==> src/rtl/piso_encoder.sv <==
// ============================================================================
// piso_encoder : byte-to-serial encoder, LSB first, one-entry holding register
// Optional even-parity trailer bit enabled by defining EMDS_PARITY_EN.
// Revision: 1.0
// ============================================================================
`default_nettype none

module piso_encoder #(
  parameter int DATA_WIDTH = 8,
  parameter bit IDLE_LEVEL = 1'b0
) (
  input  logic                  clock,
  input  logic                  resetN,
  input  logic [DATA_WIDTH-1:0] dataIn,
  input  logic                  dataValid,
  output logic                  dataReady,
  output logic                  serialOut,
  output logic                  frameStart,
  output logic                  busy
);

`ifdef EMDS_PARITY_EN
  localparam int FRAME_LEN = DATA_WIDTH + 1;
`else
  localparam int FRAME_LEN = DATA_WIDTH;
`endif
  localparam int CNT_W = (FRAME_LEN > 1) ? $clog2(FRAME_LEN) : 1;
  localparam logic [CNT_W-1:0] LAST_CNT = CNT_W'(FRAME_LEN - 1);

  typedef enum logic [0:0] {
    IDLE  = 1'b0,
    SHIFT = 1'b1
  } state_t;

  state_t                state_q, state_d;
  logic [CNT_W-1:0]      bitCnt_q, bitCnt_d;
  logic [FRAME_LEN-1:0]  shift_q, shift_d;
  logic [DATA_WIDTH-1:0] hold_q, hold_d;
  logic                  holdFull_q, holdFull_d;
  logic                  serial_q, serial_d;
  logic                  frameStart_q, frameStart_d;
  logic                  busy_q, busy_d;
  logic                  readyEn_q;

  logic [FRAME_LEN-1:0]  frame;
  logic                  accept;

`ifdef EMDS_PARITY_EN
  assign frame = {^hold_q, hold_q};
`else
  assign frame = hold_q;
`endif

  // readyEn_q keeps dataReady low throughout reset and until the first edge after it
  assign dataReady  = readyEn_q & ~holdFull_q;
  assign accept     = dataValid & dataReady;
  assign serialOut  = serial_q;
  assign frameStart = frameStart_q;
  assign busy       = busy_q;

  always_ff @(posedge clock or negedge resetN) begin
    if (!resetN) begin
      state_q      <= IDLE;
      bitCnt_q     <= '0;
      shift_q      <= '0;
      hold_q       <= '0;
      holdFull_q   <= 1'b0;
      serial_q     <= IDLE_LEVEL;
      frameStart_q <= 1'b0;
      busy_q       <= 1'b0;
      readyEn_q    <= 1'b0;
    end else begin
      state_q      <= state_d;
      bitCnt_q     <= bitCnt_d;
      shift_q      <= shift_d;
      hold_q       <= hold_d;
      holdFull_q   <= holdFull_d;
      serial_q     <= serial_d;
      frameStart_q <= frameStart_d;
      busy_q       <= busy_d;
      readyEn_q    <= 1'b1;
    end
  end

  always_comb begin
    state_d      = state_q;
    bitCnt_d     = bitCnt_q;
    shift_d      = shift_q;
    hold_d       = hold_q;
    holdFull_d   = holdFull_q;
    serial_d     = serial_q;
    frameStart_d = 1'b0;
    busy_d       = busy_q;

    // A frame loads when idle, or on the last-bit edge so frames abut with no gap
    if ((state_q == IDLE || bitCnt_q == LAST_CNT) && holdFull_q) begin
      state_d      = SHIFT;
      shift_d      = frame >> 1;
      serial_d     = frame[0];
      frameStart_d = 1'b1;
      busy_d       = 1'b1;
      bitCnt_d     = '0;
      holdFull_d   = 1'b0;
    end else if (state_q == SHIFT && bitCnt_q != LAST_CNT) begin
      serial_d = shift_q[0];
      shift_d  = shift_q >> 1;
      bitCnt_d = bitCnt_q + 1'b1;
    end else if (state_q == SHIFT) begin
      state_d  = IDLE;
      serial_d = IDLE_LEVEL;
      busy_d   = 1'b0;
      bitCnt_d = '0;
    end

    if (accept) begin
      hold_d     = dataIn;
      holdFull_d = 1'b1;
    end
  end

endmodule

`default_nettype wire

==> config.mk <==
export PLATFORM = sky130hd
export DESIGN_NAME = piso_encoder
export DESIGN_NICKNAME = d
export VERILOG_FILES = /design/src/rtl/piso_encoder.sv
export SDC_FILE = /design/constraint.sdc
export NUM_CORES = 1
export LEC_CHECK = 0
export ABC_AREA = 0
export CORE_MARGIN = 5
export CORE_UTILIZATION = 49
export CTS_CLUSTER_SIZE = 28
export DETAILED_ROUTE_END_ITERATION = 8
export PLACE_DENSITY = 0.73
export RECOVER_POWER = 100
export SYNTH_ARGS = -nofsm -noshare
export SYNTH_HDL_FRONTEND = slang
export SYNTH_SLANG_ARGS = --single-unit
==> constraint.sdc <==
create_clock -name clock -period 2 [get_ports clock]
set_input_delay 0.6 -clock clock [delete_from_list [all_inputs] [get_ports clock]]
set_output_delay 0.6 -clock clock [all_outputs]
set_load 0.1 [all_outputs]
Word level (Yosys, flattened, before mapping)
Cells that the tools add are included.
{"block": "classes", "eq_ne": 3, "order_cmp": 0, "bitwise": 4, "n_addsub": 1, "reduce_logical": 8, "shifts": 0, "n_mul": 0, "muxes": 15, "n_div": 0}
{"operator": "$mux W8", "count": 2}
{"operator": "$mux W1", "count": 10}
{"operator": "$mux W3", "count": 3}
{"operator": "$reduce_bool A2 Y1", "count": 3}
{"operator": "$add A3 B1 Y3 const B", "count": 1}
{"operator": "$eq A3 B3 Y1 const B", "count": 1}
{"operator": "$ne A3 B3 Y1 const B", "count": 1}
{"operator": "$reduce_bool A3 Y1", "count": 1}
{"operator": "$and A1 B1 Y1", "count": 2}
{"operator": "$logic_and A1 B1 Y1", "count": 2}
{"operator": "$ne A2 B2 Y1 const B", "count": 1}
{"operator": "$not A1 Y1", "count": 2}
{"operator": "$reduce_and A2 Y1", "count": 1}
{"operator": "$logic_or A1 B1 Y1", "count": 1}
{"block": "word_totals", "ram_bits": 0, "rom_bits": 0, "latch_bits": 0, "wordCells": 40, "n_memories": 0, "in_bits": 11, "reg_bits": 25, "output_inout_bits": 4}

Longest topological paths before layout
Gate-level depths: netlist of run 1.
{"block": "logic_depth", "word_depth": 5, "depth_mapped": 5, "depth_no_buf": 4}

Worst setup path before layout of run 1
Ideal clock, no wire load.
{"block": "synth_timing", "path_kind": "reg-to-output", "start": "register holdFull_q", "end": "output dataReady", "stages_incl_launch_ff": 4, "arrival_ns": 1.129, "required_ns": 1.400, "slack_ns": 0.271, "path_cell_list": "dfrtp_1 -> buf_6 -> buf_8 -> and2b_2"}
{"block": "synth_via", "elab_chain_cells": 2}
{"item": "start: declaration", "line": "39", "source": "logic holdFull_q, holdFull_d;"}
{"item": "start signal: assignment", "line": "77", "source": "holdFull_q <= holdFull_d;"}
{"item": "$not A1 Y1", "line": "55", "source": "assign dataReady = readyEn_q & ~holdFull_q;"}
{"item": "$and A1 B1 Y1", "line": "55"}
{"item": "end: declaration", "line": "16", "source": "output logic dataReady,"}
No other way between the ends.

Worst setup path in the final report of run 1
Ends and elaborated chain as after synthesis.

==> results of run 1 <==
## power by group
part	switching, W	internal [W]
sequential	0.000134	0.000690
combinational	0.000435	0.000405
clock	0.000137	0.000202
## area by class of cell
class                   instances  area (um2)
inverters                       2        7.51
clock inverters                 1        30.0
multi-input cells              41         394
clock buffers                   3        22.5
fillers                       179         771
flip-flops and latches         24         601
repair buffers                 17         143
well taps                      27        33.8
## layout by cell type, fill, tap and decap left out, drive strengths merged
master	count
dfrtp	24
mux2	20
clkdlybuf4s50	8
clkbuf	8
inv	2
a21oi	2
a32o	2
o21ai	2
ha	2
dlygate4sd3	2
buf	2
and2b	1
nand2b	1
a21boi	1
o22a	1
nor2	1
or3b	1
nand3b	1
mux2i	1
nand2	1
nor3b	1
and3b	1
a311o	1
bufinv	1
conb	1
## critical path, stage by stage, from the launching register on
cell	delay [ns]
dfrtp_1	0.49
and2b_2	0.25
buf_6	0.21
## cell families after synthesis
logic type / after synthesis / synth area share (%)
AOI/OAI and AO/OA: 9 / 6.44
adders and majority gates: 2 / 2.38
buffers and inverters: 6 / 4.17
DFF: 24 / 57.2
muxes: 21 / 23.8
other: 1 / 0.357
and+or+nand+nor: 8 / 5.60
## sequential cells by signal, indices dropped and copies added (netlist names)
register	cells
holdFull_q	1
busy	1
state_q	1
shift_q	7
frame	8
serialOut	1
bitCnt_q	3
frameStart	1
readyEn_q	1
## how the worst max path moves through the flow
stage                      to  startpoint  slack (ns)  depth (start not counted)
detailed placement   frame[2]   dataValid        0.19                          3
global route        dataReady  holdFull_q        0.06                          2
finish              dataReady  holdFull_q        0.14                          2
global placement     frame[3]   dataValid        0.23                          3
CTS                 dataReady  holdFull_q        0.14                          2
floorplan           dataReady  holdFull_q        0.27                          3
## per-layer routing
metal,GRT usage (%),part of all wire [%],vias to the layer above
met2,21.9,52,11
met5,0,0,-
met1,16.5,43,310
met3,2.98,3.7,2
li1,-,-,288
met4,4.07,0.76,0
## stage by stage
stage	hold WS (ns)	setup WS [ns]
finish	0.506	0.143
CTS	0.514	0.145
detailed placement	0.491	0.188
global placement	0.478	0.227
global route	0.521	0.0634
floorplan	0.304	0.271
==> impl_metrics.xml, run 1 <==
<?xml version="1.0" encoding="UTF-8"?>
<metrics>
  <group name="floorplan">
    <metric name="placement_rows" unit="">16</metric>
    <metric name="die_area" unit="mm2">0.00317</metric>
    <metric name="floorplan.core_area" unit="mm2">0.00200</metric>
    <metric name="pin_count" unit="">15</metric>
    <metric name="chipWidth" unit="um">56.3</metric>
    <metric name="initial_standard_cell_utilization_of_the_core" unit="%">52.4</metric>
    <metric name="die_height" unit="um">56.3</metric>
  </group>
  <group name="grt">
    <metric name="grt_pass1_wl" unit="um">3230</metric>
    <metric name="initial_antenna_violation_count" unit="">0</metric>
    <metric name="grt_pass1_vias" unit="">704</metric>
    <metric name="global_route.usage.total" unit="%">13.0</metric>
    <metric name="grt-ovfl-total" unit="">0</metric>
    <metric name="grt_start_max_net_pins" unit="">25</metric>
  </group>
  <group name="cells_and_area">
    <metric name="final_net_count" unit="">102</metric>
    <metric name="syn2layout_area_growth" unit="%">17.3</metric>
    <metric name="antenna_cells" unit="">0</metric>
    <metric name="postLayoutCellArea" unit="mm2">0.00123</metric>
    <metric name="final_layout_size_suffix_gt1_share" unit="%">34.1</metric>
    <metric name="fin_util" unit="%">61.5</metric>
    <metric name="finish.cell_count_without_fillers" unit="">115</metric>
  </group>
  <group name="logic_synthesis">
    <metric name="yosys.cell_count.top_type" unit="">dfrtp_1</metric>
    <metric name="yosys_register_bits" unit="">24</metric>
    <metric name="synth_top_cell_area_share" unit="%">57.2</metric>
    <metric name="syn_avg_cell_area" unit="um2">14.8</metric>
    <metric name="synthFlopType" unit="">dfrtp_1</metric>
    <metric name="ys_top_cells_by_area" unit="">dfrtp_1 (57%), mux2_2 (17%), mux2_4 (5.7%)</metric>
    <metric name="synthDominantAreaCellType" unit="">dfrtp_1</metric>
    <metric name="yosys-top-cells-count" unit="">dfrtp_1 (24), mux2_2 (16), mux2_4 (4)</metric>
    <metric name="synth.yosys.warnings" unit="">0</metric>
    <metric name="netlist_area" unit="mm2">0.00105</metric>
    <metric name="post_synth_inst_count" unit="">71</metric>
    <metric name="synth_async_sr_flop_share" unit="%">100</metric>
    <metric name="yosysSeqAreaShare" unit="%">57.2</metric>
    <metric name="post_synth_num_cell_types" unit="">24</metric>
    <metric name="total_nets_after_synthesis" unit="">84</metric>
    <metric name="synth-edff-count" unit="">0</metric>
  </group>
  <group name="routing">
    <metric name="route.antenna.remaining_nets" unit="">0</metric>
    <metric name="avgViaCountPerCell" unit="">5.31</metric>
    <metric name="drc" unit="">0</metric>
    <metric name="drt-wirelength-per-cell" unit="um">14.9</metric>
    <metric name="detail_route.first_pass.iterations" unit="">2</metric>
    <metric name="vias" unit="">611</metric>
    <metric name="wl" unit="um">1720</metric>
    <metric name="drt-initial-drc-count" unit="">10</metric>
  </group>
  <group name="power">
    <metric name="power-per-cell-area" unit="mW/mm2">1630</metric>
    <metric name="static-leakage-power" unit="nW">0.567</metric>
    <metric name="irDropWorstVdd" unit="mV">0.913</metric>
    <metric name="fin_total_pwr" unit="W">0.00200</metric>
  </group>
  <group name="cts">
    <metric name="cts-root-buf" unit="">clkbuf_4</metric>
    <metric name="clock_latency" unit="ns">0.30</metric>
    <metric name="cts_resized" unit="">0</metric>
    <metric name="cts-buffers-inserted" unit="">3</metric>
    <metric name="cts.sinks" unit="">24</metric>
    <metric name="tritoncts" unit="">built</metric>
    <metric name="max_root_sink_buffers" unit="">2</metric>
    <metric name="post-cts-setup-buffer-count" unit="">0</metric>
    <metric name="cts_hold_repair.buffers" unit="">0</metric>
    <metric name="path_clk_slew" unit="ns">0.13</metric>
    <metric name="clock_tree.htree_level_count" unit="">1</metric>
  </group>
  <group name="hold_path">
    <metric name="hold_class" unit="">flip-flop to flip-flop</metric>
    <metric name="worstHoldStart" unit="">shift_q[6]</metric>
    <metric name="min_to" unit="">shift_q[5]</metric>
    <metric name="whs_path_depth" unit="">1</metric>
  </group>
  <group name="critical_path">
    <metric name="data_required_time_of_the_critical_path" unit="ns">1.40</metric>
    <metric name="critPathLaunchType" unit="">flip-flop</metric>
    <metric name="timing_worst_setup_path_type" unit="">flip-flop to output pin</metric>
    <metric name="worstPathMaxFanout" unit="">7</metric>
    <metric name="r2r_slack" unit="ns">0.24</metric>
    <metric name="cp_data_arrival_time" unit="ns">1.26</metric>
    <metric name="worstSetupEndpointType" unit="">output pin</metric>
    <metric name="worst_r2r_src" unit="">bitCnt_q[0]</metric>
    <metric name="r2r-end" unit="">shift_q[4]</metric>
    <metric name="worst_r2r_path_depth" unit="">5</metric>
  </group>
  <group name="status">
    <metric name="run_status" unit="">finished clean</metric>
  </group>
  <group name="sta">
    <metric name="tightestPinTransition" unit="ns">0.573</metric>
    <metric name="skew" unit="ns">0.00144</metric>
    <metric name="rsz0062_at_grt" unit="">no</metric>
    <metric name="hold_viol" unit="">0</metric>
    <metric name="post-route-period-util" unit="%">92.9</metric>
    <metric name="maxSlewViolCount" unit="">0</metric>
    <metric name="timing.slew.headroom" unit="%">61.8</metric>
    <metric name="finalSetupViolCount" unit="">0</metric>
    <metric name="setup-tns-final" unit="ns">0</metric>
    <metric name="fmax" unit="MHz">538</metric>
    <metric name="timing.final.crit_period" unit="ns">1.86</metric>
  </group>
  <group name="place">
    <metric name="port_buffers" unit="">14</metric>
    <metric name="dp_cells" unit="">111</metric>
    <metric name="post-dp-hpwl" unit="um">1300</metric>
    <metric name="placed_cell_area" unit="mm2">0.00125</metric>
    <metric name="gp_congestion" unit="">0.675</metric>
  </group>
  <group name="job">
    <metric name="max_cap_viol_count" unit="">0</metric>
  </group>
</metrics>
Note: power is estimated with default switching activity, not from simulation.
==> run 2: changes to the inputs <==
CORE_MARGIN = unset   (was 5)
==> impl_metrics.xml, run 2 (same netlist as run 1, synthesis figures left out) <==
<?xml version="1.0" encoding="UTF-8"?>
<metrics>
  <group name="sta">
    <metric name="finalSetupViolCount" unit="">0</metric>
    <metric name="maxSlewViolCount" unit="">0</metric>
    <metric name="timing.final.crit_period" unit="ns">1.80</metric>
    <metric name="min_setup_slack_post_route" unit="ns">0.201</metric>
    <metric name="rsz0062_at_grt" unit="">no</metric>
    <metric name="setup-tns-final" unit="ns">0</metric>
    <metric name="fmax" unit="MHz">556</metric>
    <metric name="skew" unit="ns">0.00198</metric>
    <metric name="tightestPinTransition" unit="ns">0.569</metric>
    <metric name="post-route-period-util" unit="%">89.9</metric>
    <metric name="timing.slew.headroom" unit="%">62.0</metric>
    <metric name="hold_viol" unit="">0</metric>
  </group>
  <group name="grt">
    <metric name="grt_start_max_net_pins" unit="">25</metric>
    <metric name="grt_pass1_vias" unit="">526</metric>
    <metric name="grt_pass1_wl" unit="um">2400</metric>
    <metric name="global_route.usage.total" unit="%">15.8</metric>
    <metric name="initial_antenna_violation_count" unit="">0</metric>
    <metric name="grt-ovfl-total" unit="">0</metric>
  </group>
  <group name="place">
    <metric name="post-dp-hpwl" unit="um">1020</metric>
    <metric name="port_buffers" unit="">14</metric>
    <metric name="gp_congestion" unit="">0.648</metric>
    <metric name="dpl_ws" unit="ns">0.199</metric>
  </group>
  <group name="floorplan">
    <metric name="chipWidth" unit="um">48.3</metric>
    <metric name="placement_rows" unit="">16</metric>
    <metric name="pin_count" unit="">15</metric>
    <metric name="initial_standard_cell_utilization_of_the_core" unit="%">53.0</metric>
    <metric name="floorplan.core_area" unit="mm2">0.00198</metric>
    <metric name="die_area" unit="mm2">0.00233</metric>
    <metric name="die_height" unit="um">48.3</metric>
  </group>
  <group name="cts">
    <metric name="cts-root-buf" unit="">clkbuf_4</metric>
    <metric name="path_clk_slew" unit="ns">0.13</metric>
    <metric name="post-cts-setup-buffer-count" unit="">0</metric>
    <metric name="max_root_sink_buffers" unit="">2</metric>
    <metric name="tritoncts" unit="">built</metric>
    <metric name="cts_resized" unit="">0</metric>
    <metric name="cts.sinks" unit="">24</metric>
    <metric name="cts_hold_repair.buffers" unit="">0</metric>
    <metric name="clock_latency" unit="ns">0.32</metric>
    <metric name="clock_tree.htree_level_count" unit="">1</metric>
    <metric name="cts-buffers-inserted" unit="">3</metric>
  </group>
  <group name="routing">
    <metric name="wl" unit="um">1460</metric>
    <metric name="avgViaCountPerCell" unit="">5.22</metric>
    <metric name="drc" unit="">0</metric>
    <metric name="drt-initial-drc-count" unit="">5</metric>
    <metric name="drt-wirelength-per-cell" unit="um">12.7</metric>
    <metric name="detail_route.first_pass.iterations" unit="">2</metric>
    <metric name="vias" unit="">600</metric>
    <metric name="route.antenna.remaining_nets" unit="">0</metric>
  </group>
  <group name="cells_and_area">
    <metric name="largest_register_ff_count" unit="">8</metric>
    <metric name="mostFrequentLayoutCell" unit="">dfrtp_1</metric>
    <metric name="final_net_count" unit="">102</metric>
    <metric name="antenna_cells" unit="">0</metric>
    <metric name="layout_common_cells" unit="">dfrtp_1 (24), mux2_2 (16), clkdlybuf4s50_1 (8), clkbuf_2 (4), clkbuf_4 (3)</metric>
    <metric name="filler_cell_count" unit="">164</metric>
    <metric name="final_layout_size_suffix_gt1_share" unit="%">35.2</metric>
    <metric name="syn2layout_area_growth" unit="%">16.9</metric>
  </group>
  <group name="critical_path">
    <metric name="cp_data_arrival_time" unit="ns">1.20</metric>
    <metric name="worstSetupEndpointType" unit="">output pin</metric>
    <metric name="worstPathMaxFanout" unit="">6</metric>
    <metric name="data_required_time_of_the_critical_path" unit="ns">1.40</metric>
    <metric name="timing_worst_setup_path_type" unit="">flip-flop to output pin</metric>
    <metric name="critPathLaunchType" unit="">flip-flop</metric>
  </group>
  <group name="power">
    <metric name="irDropWorstVdd" unit="mV">0.712</metric>
    <metric name="power-per-cell-area" unit="mW/mm2">1560</metric>
    <metric name="static-leakage-power" unit="nW">0.567</metric>
  </group>
  <group name="hold_path">
    <metric name="hold_class" unit="">flip-flop to flip-flop</metric>
  </group>
  <group name="job">
    <metric name="max_cap_viol_count" unit="">0</metric>
  </group>
  <group name="status">
    <metric name="run_status" unit="">finished clean</metric>
  </group>
</metrics>
-- run 2: changes by cell type in the layout (fill, tap and decap cells not counted) --
| cell | previous run | this run |
|---|---|---|
| buf_6 | 1 | 0 |
| buf_12 | 0 | 1 |
| bufinv_16 | 1 | 0 |
| clkbuf_8 | 0 | 1 |
| clkbuf_1 | 1 | 0 |
| buf_4 | 1 | 2 |
-- run 2: final timing paths --
kind | start | end | slack [ns] | cells past startpoint
min | shift_q[6] | shift_q[5] | 0.50 | 1
max reg2reg | bitCnt_q[0] | shift_q[5] | 0.29 | 5
min in group asynchronous | resetN | frame[2] | 0.79 | 2
max | holdFull_q | dataReady | 0.20 | 2
max in group asynchronous | resetN | frameStart | 0.84 | 2
min reg2reg | shift_q[6] | shift_q[5] | 0.50 | 1
-- run 2: stage by stage --
step                std cells  power (W)  cell area, um2  util [%]  hold WS (ns)
finish                    115    0.00191            1230      61.9         0.503
global route              115    0.00205            1230      61.9         0.521
CTS                       115    0.00205            1290      64.9         0.504
detailed placement        111    0.00180            1250      63.1         0.489
global placement          111    0.00177            1250      63.1         0.482
floorplan                  71    0.00157            1050         -         0.304
-- run 2: area by class of cell --
class	instances	area (um2)	area share (%)
sequential	24	601	48.9
multi-input combinational	41	394	32.1
timing repair buffer	17	155	12.6
clock buffer	4	36.3	2.96
tap	27	33.8	2.75
inverter	2	7.51	0.612
-- run 2: where the power goes --
group | leakage, nW | switching [W] | total [W] | internal, W
clock | 0.0210 | 0.000144 | 0.000255 | 0.000111
combinational | 0.249 | 0.000424 | 0.000848 | 0.000424
sequential | 0.297 | 0.000120 | 0.000809 | 0.000689
total | 0.567 | 0.000687 | 0.00191 | 0.00123
-- run 2: per-layer routing --
metal  track usage (%)  vias up  routed length (um)
li1                  -      283                   -
met1              21.1      299                 683
met2              23.5       13                 673
met3              2.22        5                  55
met4              11.7        0                  43
met5                 0        -                   0
-- run 2: critical path, stage by stage (launching register included) --
cell and delay, ns:
dfrtp_1 0.45, and2b_2 0.26, buf_12 0.17
